--- config.mk ---
export PLATFORM = sky130hd
export DESIGN_NAME = exe_muldiv_unit
export DESIGN_NICKNAME = d
export VERILOG_FILES = /design/src/rtl/exe_muldiv_unit.sv
export SDC_FILE = /design/constraint.sdc
export NUM_CORES = 1
export LEC_CHECK = 0
export ABC_AREA = 0
export CAP_MARGIN = 0
export CORE_ASPECT_RATIO = 0.6
export CORE_MARGIN = 1.5
export CORE_UTILIZATION = 61
export CTS_BUF_LIST = sky130_fd_sc_hd__clkbuf_8
export DETAILED_ROUTE_END_ITERATION = 7
export GPL_ROUTABILITY_DRIVEN = 0
export PLACE_DENSITY = 0.84
export SLEW_MARGIN = 20
export SYNTH_ARGS = -nofsm -noshare
export SYNTH_HDL_FRONTEND = slang
export SYNTH_SLANG_ARGS = --single-unit
--- constraint.sdc ---
create_clock -name clk -period 4.2 [get_ports clk]
set_clock_uncertainty 0.15 [all_clocks]
set_input_delay 0.84 -clock clk [delete_from_list [all_inputs] [get_ports clk]]
set_output_delay 0.84 -clock clk [all_outputs]
set_load 0.01 [all_outputs]
--- src/rtl/exe_muldiv_unit.sv ---
// Iterative unsigned multiply / divide / remainder unit for the EXE stage.
// One operation per accept, WIDTH iterations, result held until the next completion.
//   state | meaning
//   IDLE  | waiting for a MUL/DIV/REM start
//   BUSY  | iterating, pipeline stalled
//   DONE  | one-cycle result / write-back pulse
module exe_muldiv_unit #(
    parameter int         WIDTH   = 32,
    parameter logic [3:0] CMD_MUL = 4'd11,
    parameter logic [3:0] CMD_DIV = 4'd12,
    parameter logic [3:0] CMD_REM = 4'd13
) (
    input  logic             clk,
    input  logic             rst,
    input  logic             start,
    input  logic [3:0]       EXE_CMD,
    input  logic [WIDTH-1:0] val1,
    input  logic [WIDTH-1:0] val2,
    input  logic [4:0]       dest,
    input  logic             flush,
    output logic             stall,
    output logic             busy,
    output logic             done,
    output logic [WIDTH-1:0] result,
    output logic [4:0]       dest_out,
    output logic             WB_EN_out
);
    localparam int CW = (WIDTH > 1) ? $clog2(WIDTH) : 1;
    localparam logic [CW-1:0] CNT_LAST = CW'(WIDTH - 1);

    typedef enum logic [1:0] {S_IDLE, S_BUSY, S_DONE} state_t;

    state_t           state;
    logic [CW-1:0]    cnt;
    logic [3:0]       cmd_q;
    logic [4:0]       dest_q;
    logic [WIDTH-1:0] opa_q;
    logic [WIDTH-1:0] opb_q;
    logic [WIDTH-1:0] acc_q;
    logic [2*WIDTH:0] rem_q;

    logic             cmd_ok;
    logic             accept;
    logic [WIDTH-1:0] mul_nxt;
    logic [2*WIDTH:0] rem_sh;
    logic [WIDTH:0]   rem_hi;
    logic [WIDTH:0]   rem_diff;
    logic [2*WIDTH:0] rem_nxt;

    assign cmd_ok = (EXE_CMD == CMD_MUL) || (EXE_CMD == CMD_DIV) || (EXE_CMD == CMD_REM);
    assign accept = (state == S_IDLE) && start && cmd_ok && !flush;

    assign stall     = accept || (state == S_BUSY);
    assign busy      = (state != S_IDLE);
    assign done      = (state == S_DONE);
    assign WB_EN_out = done;

    // One step of shift-add multiply and one step of restoring division
    always_comb begin
        mul_nxt  = opb_q[0] ? (acc_q + opa_q) : acc_q;
        rem_sh   = {rem_q[2*WIDTH-1:0], 1'b0};
        rem_hi   = rem_sh[2*WIDTH:WIDTH];
        rem_diff = rem_hi - {1'b0, opb_q};
        rem_nxt  = rem_sh;
        if (rem_hi >= {1'b0, opb_q}) begin
            rem_nxt = {rem_diff, rem_sh[WIDTH-1:1], 1'b1};
        end
    end

    always_ff @(posedge clk or negedge rst) begin
        if (!rst) begin
            state    <= S_IDLE;
            cnt      <= '0;
            cmd_q    <= '0;
            dest_q   <= '0;
            opa_q    <= '0;
            opb_q    <= '0;
            acc_q    <= '0;
            rem_q    <= '0;
            result   <= '0;
            dest_out <= '0;
        end else begin
            case (state)
                S_IDLE: begin
                    if (accept) begin
                        state  <= S_BUSY;
                        cnt    <= '0;
                        cmd_q  <= EXE_CMD;
                        dest_q <= dest;
                        opa_q  <= val1;
                        opb_q  <= val2;
                        acc_q  <= '0;
                        rem_q  <= {{(WIDTH+1){1'b0}}, val1};
                    end
                end
                S_BUSY: begin
                    if (flush) begin
                        state <= S_IDLE;
                        cnt   <= '0;
                    end else begin
                        if (cmd_q == CMD_MUL) begin
                            acc_q <= mul_nxt;
                            opa_q <= opa_q << 1;
                            opb_q <= opb_q >> 1;
                        end else begin
                            rem_q <= rem_nxt;
                        end
                        if (cnt == CNT_LAST) begin
                            state    <= S_DONE;
                            cnt      <= '0;
                            dest_out <= dest_q;
                            if (cmd_q == CMD_MUL)
                                result <= mul_nxt;
                            else if (cmd_q == CMD_DIV)
                                result <= rem_nxt[WIDTH-1:0];
                            else
                                result <= rem_nxt[2*WIDTH-1:WIDTH];
                        end else begin
                            cnt <= cnt + 1'b1;
                        end
                    end
                end
                // Flush is ignored here: the completed result still goes downstream
                S_DONE: state <= S_IDLE;
                default: state <= S_IDLE;
            endcase
        end
    end
endmodule

Word level (Yosys, flattened, before mapping)
Index checks and enable logic that the tools add are counted.
- ROM bits: 0
- latch bits: 0
- bits of input ports: 77
- memories: 0
- output and inout bits: 41
- register bits after elaboration: 213
- bits in writable memories: 0
- logic and storage cells: 72
- $add $sub $neg: 3
- div/mod/pow operators: 0
- muxes and demuxes: 28
- shift-type cells: 0
- order comparisons: 1
- reduce and logical (&&, ||, !) cells: 16
- equal/unequal tests: 13
- $mul: 0
- bitwise operators: 1
- operators by type and width (cell ; count):
    $mux W32 ; 12
    $mux W64 ; 4
    $pmux W32 S2 ; 3
    $pmux W64 S2 ; 1
    $ge A33 B32 Y1 ; 1
    $add A32 B32 Y32 ; 1
    $sub A32 B32 Y32 ; 1
    $eq A4 B4 Y1 const B ; 5
    $mux W5 ; 3
    $pmux W5 S2 ; 1
    $reduce_and A4 Y1 ; 2
    $mux W2 ; 3
    $ne A2 B2 Y1 const B ; 3
    $reduce_and A2 Y1 ; 3
    $add A5 B1 Y5 const B ; 1
    $eq A5 B5 Y1 const B ; 1
    $pmux W2 S2 ; 1
    $reduce_bool A2 Y1 ; 2
    $logic_and A1 B1 Y1 ; 3
    $logic_or A1 B1 Y1 ; 3
    $ne A3 B2 Y1 const B ; 1
    $reduce_and A3 Y1 ; 1
    $eq A2 B1 Y1 const B ; 1
    $eq A2 B2 Y1 const B ; 1
    other kinds (4) ; 4

Depth between registers and ports, before layout
- depth in word-level cells: 7
- mapped depth: 14
- gate-level depth less buffers: 13

Least setup slack after synthesis
Ideal clock, no wire load.
- kind: flip-flop to flip-flop
- start: register rem_q[31]
- end: register result[26]
- library setup time: 137 ps
- arrival time: 2888 ps
- slack: 1025 ps
- buffers on the path: 0
- clock period less this slack: 3175 ps
- required time: 3913 ps
- cell stages (with the launch flop): 14
- cell sequence: dfrtp_1 -> inv_1 -> ha_1 -> inv_1 -> fa_1 -> a21o_1 -> a221oi_1 -> o21a_1 -> o211a_1 -> o21ai_1 -> or3_1 -> a31o_1 -> a221oi_1 -> a21oi_1
- word-level cells in the longest chain between the ends: 4
- elaborated cells on any way between the ends: 5
- classes of those cells: add/sub: 1; order compare: 1; mux: 3
- RTL lines (element ; line ; text):
    from (decl) ; 40 ; logic [2*WIDTH:0] rem_q;
    from (signal assigned) ; 93 ; rem_q <= {{(WIDTH+1){1'b0}}, val1};
    from (signal assigned) ; 106 ; rem_q <= rem_nxt;
    $sub A32 B32 Y32 or $ge A33 B32 Y1 (tied branches) ; 63, 65 ;
    $mux W64 (*) ; 65 ; if (rem_hi >= {1'b0, opb_q}) begin
    $mux W32 (*) ; 114 ; else if (cmd_q == CMD_DIV)
    $mux W32 (*) ; 112 ; if (cmd_q == CMD_MUL)
    to (signal assigned) ; 113 ; result <= mul_nxt;
    to (signal assigned) ; 115 ; result <= rem_nxt[WIDTH-1:0];
    to (signal assigned) ; 117 ; result <= rem_nxt[2*WIDTH-1:WIDTH];
    to (decl) ; 24 ; output logic [WIDTH-1:0] result,
Every way passes the cells marked *; elsewhere a longest branch is shown, timed or not.
A chain may end at the register's enable or synchronous reset.

Worst setup path after layout
- start: register opa_q[0]
- end: register result[30]
- word-level cells in the longest chain between the ends: 3
- RTL lines (element ; line ; text):
    from (decl) ; 37 ; logic [WIDTH-1:0] opa_q;
    from (signal assigned) ; 90 ; opa_q <= val1;
    from (signal assigned) ; 103 ; opa_q <= opa_q << 1;
    $add A32 B32 Y32 ; 60 ; mul_nxt = opb_q[0] ? (acc_q + opa_q) : acc_q;
    $mux W32 ; 60 ;
    $mux W32 ; 112 ;
Every way passes these cells.

==> qor.yml <==
logic_synthesis:
  netlist.area_leader.share_pct: 39.6
  async_flop_share_pct: 100
  seq_area_frac_synth_pct: 39.6
  synth.avg_cell_area_um2: 8.29
  yosysWarningCount: 0
  synth_area_um2: 13500
  ys.flop_type: "dfrtp_1"
  synth_edf_count: 0
  synthTopCellsByArea: "dfrtp_1, nand2_1, ha_1, o21ai_0, a21oi_1"
  synthCells: 1623
  yosys_register_bits: 213
  synth_cell_types: 71
  synthesis.nets: 1767
  synth_top_area_cell: "dfrtp_1"
cts:
  ctsHoldBuffers: 0
  cts.sinks: 213
  cts_root_buffer: "clkbuf_8"
  cts_resized: 0
  post_cts.repair.setup_buffers: 0
  clk_pin_slew_worst_paths_ns: 0.07
  clock_latency_ns: 0.60
  cts_buffers: 31
  htreeDepth: 1
  max-clock-path-buffers: 3
  tritoncts: "built"
global_routing:
  grt_use_met1_pct: 51.7
  top_usage_layer: "met1"
  grt_overflow: 0
  antenna_found_initial: 1
  use_met3_pct: 10.5
  track_usage_pct: 35.8
  met2_usage_pct: 50.4
  grt_max_degree: 97
  first_global_vias: 12336
  grt_first_pass_wirelength_um: 65800
timing:
  min_period_over_period_pct: 88.3
  slew_headroom_pct: 26.1
  fin_ws_ns: 0.491
  tns_ns: 0
  post-route-min-period_ns: 3.71
  maxSlewViolCount: 0
  timing.hold.ws_ns: 0.0915
  hold_viol_final: 0
  worst_pin_slew_ns: 1.11
  setup_viol: 0
  fmax_mhz: 270
  rsz0062_at_grt: "no"
placement:
  pre_cts_ws_ns: 0.604
  dp_cells: 1948
  portBuffers: 117
  dp_hpwl_um: 30100
detailed_routing:
  ant_nets: 0
  vias: 13122
  routedWlPerCell_um: 20.8
  routed_wl_um: 41700
  drc: 0
  via_per_inst: 6.55
  drtIter0Drc: 1580
  drt_pass1_iterations: 5
floorplan:
  io_pins: 118
  die_w_um: 195
  rows: 41
  fp.dieH_um: 118
  core_area_um2: 21300
  start_util_pct: 63.1
  die_area_um2: 23000
flow_run:
  drv_cap: 0
power:
  leakage_nw: 7.25
  total_power_mw: 7.48
  ir_drop_v: 0.000265
  powerDensity_nw_per_um2: 481
run_status:
  status: "finished, final reports clean"
final_layout:
  multi_input_area_um2: 7560
  layoutNonFillerInstCount: 2004
  nFillCells: 1667
  drive_above_1_share_pct: 5.45
  register_area_um2: 5330
  area_growth_pct: 15.5
  fin_nets: 1846
worst_setup_path:
  end_kind: "flop"
  cp.arrival_ns: 4.02
  worst-setup-path-type: "flop to flop"
  start_kind: "flop"
  worstPathMaxFanout: 4
  cp.required_ns: 4.51
min_path:
  hold_class: "input port to async pin"
-- cells in the mapped netlist, drive strengths merged (3+ instances only) --
master	n
buf	19
nand3b	6
a32oi	3
a2111oi	3
or2	3
or3	12
o21bai	5
nand3	52
o31ai	5
nand2b	10
xnor2	29
nor4	3
o211ai	11
a21boi	6
a22oi	3
a211o	17
mux2i	40
a21o	24
dfrtp	213
a21oi	146
nand2	267
a211oi	19
and3	10
nor2	120
ha	65
a32o	3
and2	41
a221oi	4
nor3	15
nor2b	10
a22o	11
o211a	5
nor3b	3
xor2	21
a31oi	49
and4	5
o21a	7
clkbuf	80
o21ai	176
nand4	11
a31o	5
nand4b	3
inv	52
mux2	5
a221o	4
-- sequential cells by signal (all words and copies together) (netlist names) --
register / count
cnt: 5
dest_out: 5
result: 32
acc_q: 32
rem_q: 64
opa_q: 32
opb_q: 32
dest_q: 5
cmd_q: 4
state: 2
-- final cells by class --
class / count / area share (%)
flip-flops and latches: 213 / 34.3
inverters: 52 / 1.26
multi-input cells: 1259 / 48.6
clock inverters: 14 / 0.724
well taps: 279 / 2.25
repair buffers: 145 / 9.24
clock buffers: 41 / 3.63
diodes: 1 / 0.0161
-- metal layers --
layer  vias to the layer above  share of wire (%)
met2                       862                 40
met4                         0                4.4
li1                       5931                  -
met5                         -                  0
met1                      6184                 43
met3                       145                 13
-- final timing paths --
check,depth (start not counted),slack (ns),start,endpoint
max in group asynchronous,2,2.88,rst,rem_q[29]$_DFFE_PN0P_
min in group clk,2,0.33,dest_q[2]$_DFFE_PN0P_,dest_out[2]$_DFFE_PN0P_
max reg2reg,11,0.49,opa_q[0]$_DFFE_PN0P_,result[30]$_DFFE_PN0P_
min,1,0.09,rst,opb_q[26]$_DFFE_PN0P_
max,11,0.49,opa_q[0]$_DFFE_PN0P_,result[30]$_DFFE_PN0P_
min reg2reg,2,0.33,dest_q[2]$_DFFE_PN0P_,dest_out[2]$_DFFE_PN0P_
-- cell usage in the layout (no fill, tap or decap), types with 5 or more instances in the layout --
cell type,count
a211o_1,17
a211oi_1,19
a21o_1,24
a21oi_1,143
a22o_1,11
a31oi_1,49
and2_1,41
and3_1,9
and4_1,5
buf_4,24
clkbuf_8,41
clkdlybuf4s50_1,116
dfrtp_1,212
ha_1,65
inv_1,63
mux2i_1,40
nand2_1,266
nand2b_1,9
nand3_1,51
nand3b_1,6
nand4_1,11
nor2_1,118
nor2b_1,9
nor3_1,15
o211a_1,5
o211ai_1,11
o21a_1,7
o21ai_0,155
o21ai_1,21
o21bai_1,5
o31ai_1,5
or3_1,12
xnor2_1,29
xor2_1,21
-- power breakdown --
group	internal, mW	total, mW	switching, mW
logic	1.11	2.85	1.74
clock network	0.991	1.83	0.836
registers	2.42	2.80	0.380
-- cell families (layout without fill, tap and decap cells) --
family,after synthesis,in the layout,synth area share [%]
buf+inv,151,252,4.48
compound gates,523,523,23.7
flops,213,213,39.6
simple gates,574,574,19.2
mux,45,45,3.39
xor+xnor,50,50,3.25
fa+ha+maj,67,67,6.34
other cells,0,1,0
-- per-stage QoR --
| step | util [%] | instance area [um^2] |
|---|---|---|
| floorplan | - | 13500 |
| global placement | 69.6 | 14900 |
| detailed placement | 69.6 | 14900 |
| CTS | 72.8 | 15500 |
| global route | 72.8 | 15500 |
| finish | 72.9 | 15500 |
-- critical path, cell delays in order (launching register included) --
cell       delay, ns
dfrtp_1         0.42
ha_1            0.26
fa_1            0.44
a211oi_1        0.29
nor3_1          0.11
o2111ai_1       0.50
nand4_1         0.23
a311oi_1        0.34
mux2i_1         0.14
a2111oi_2       0.40
a2bb2oi_1       0.20
o21ai_1         0.08
No activity file was read; power rests on OpenSTA's default activity.
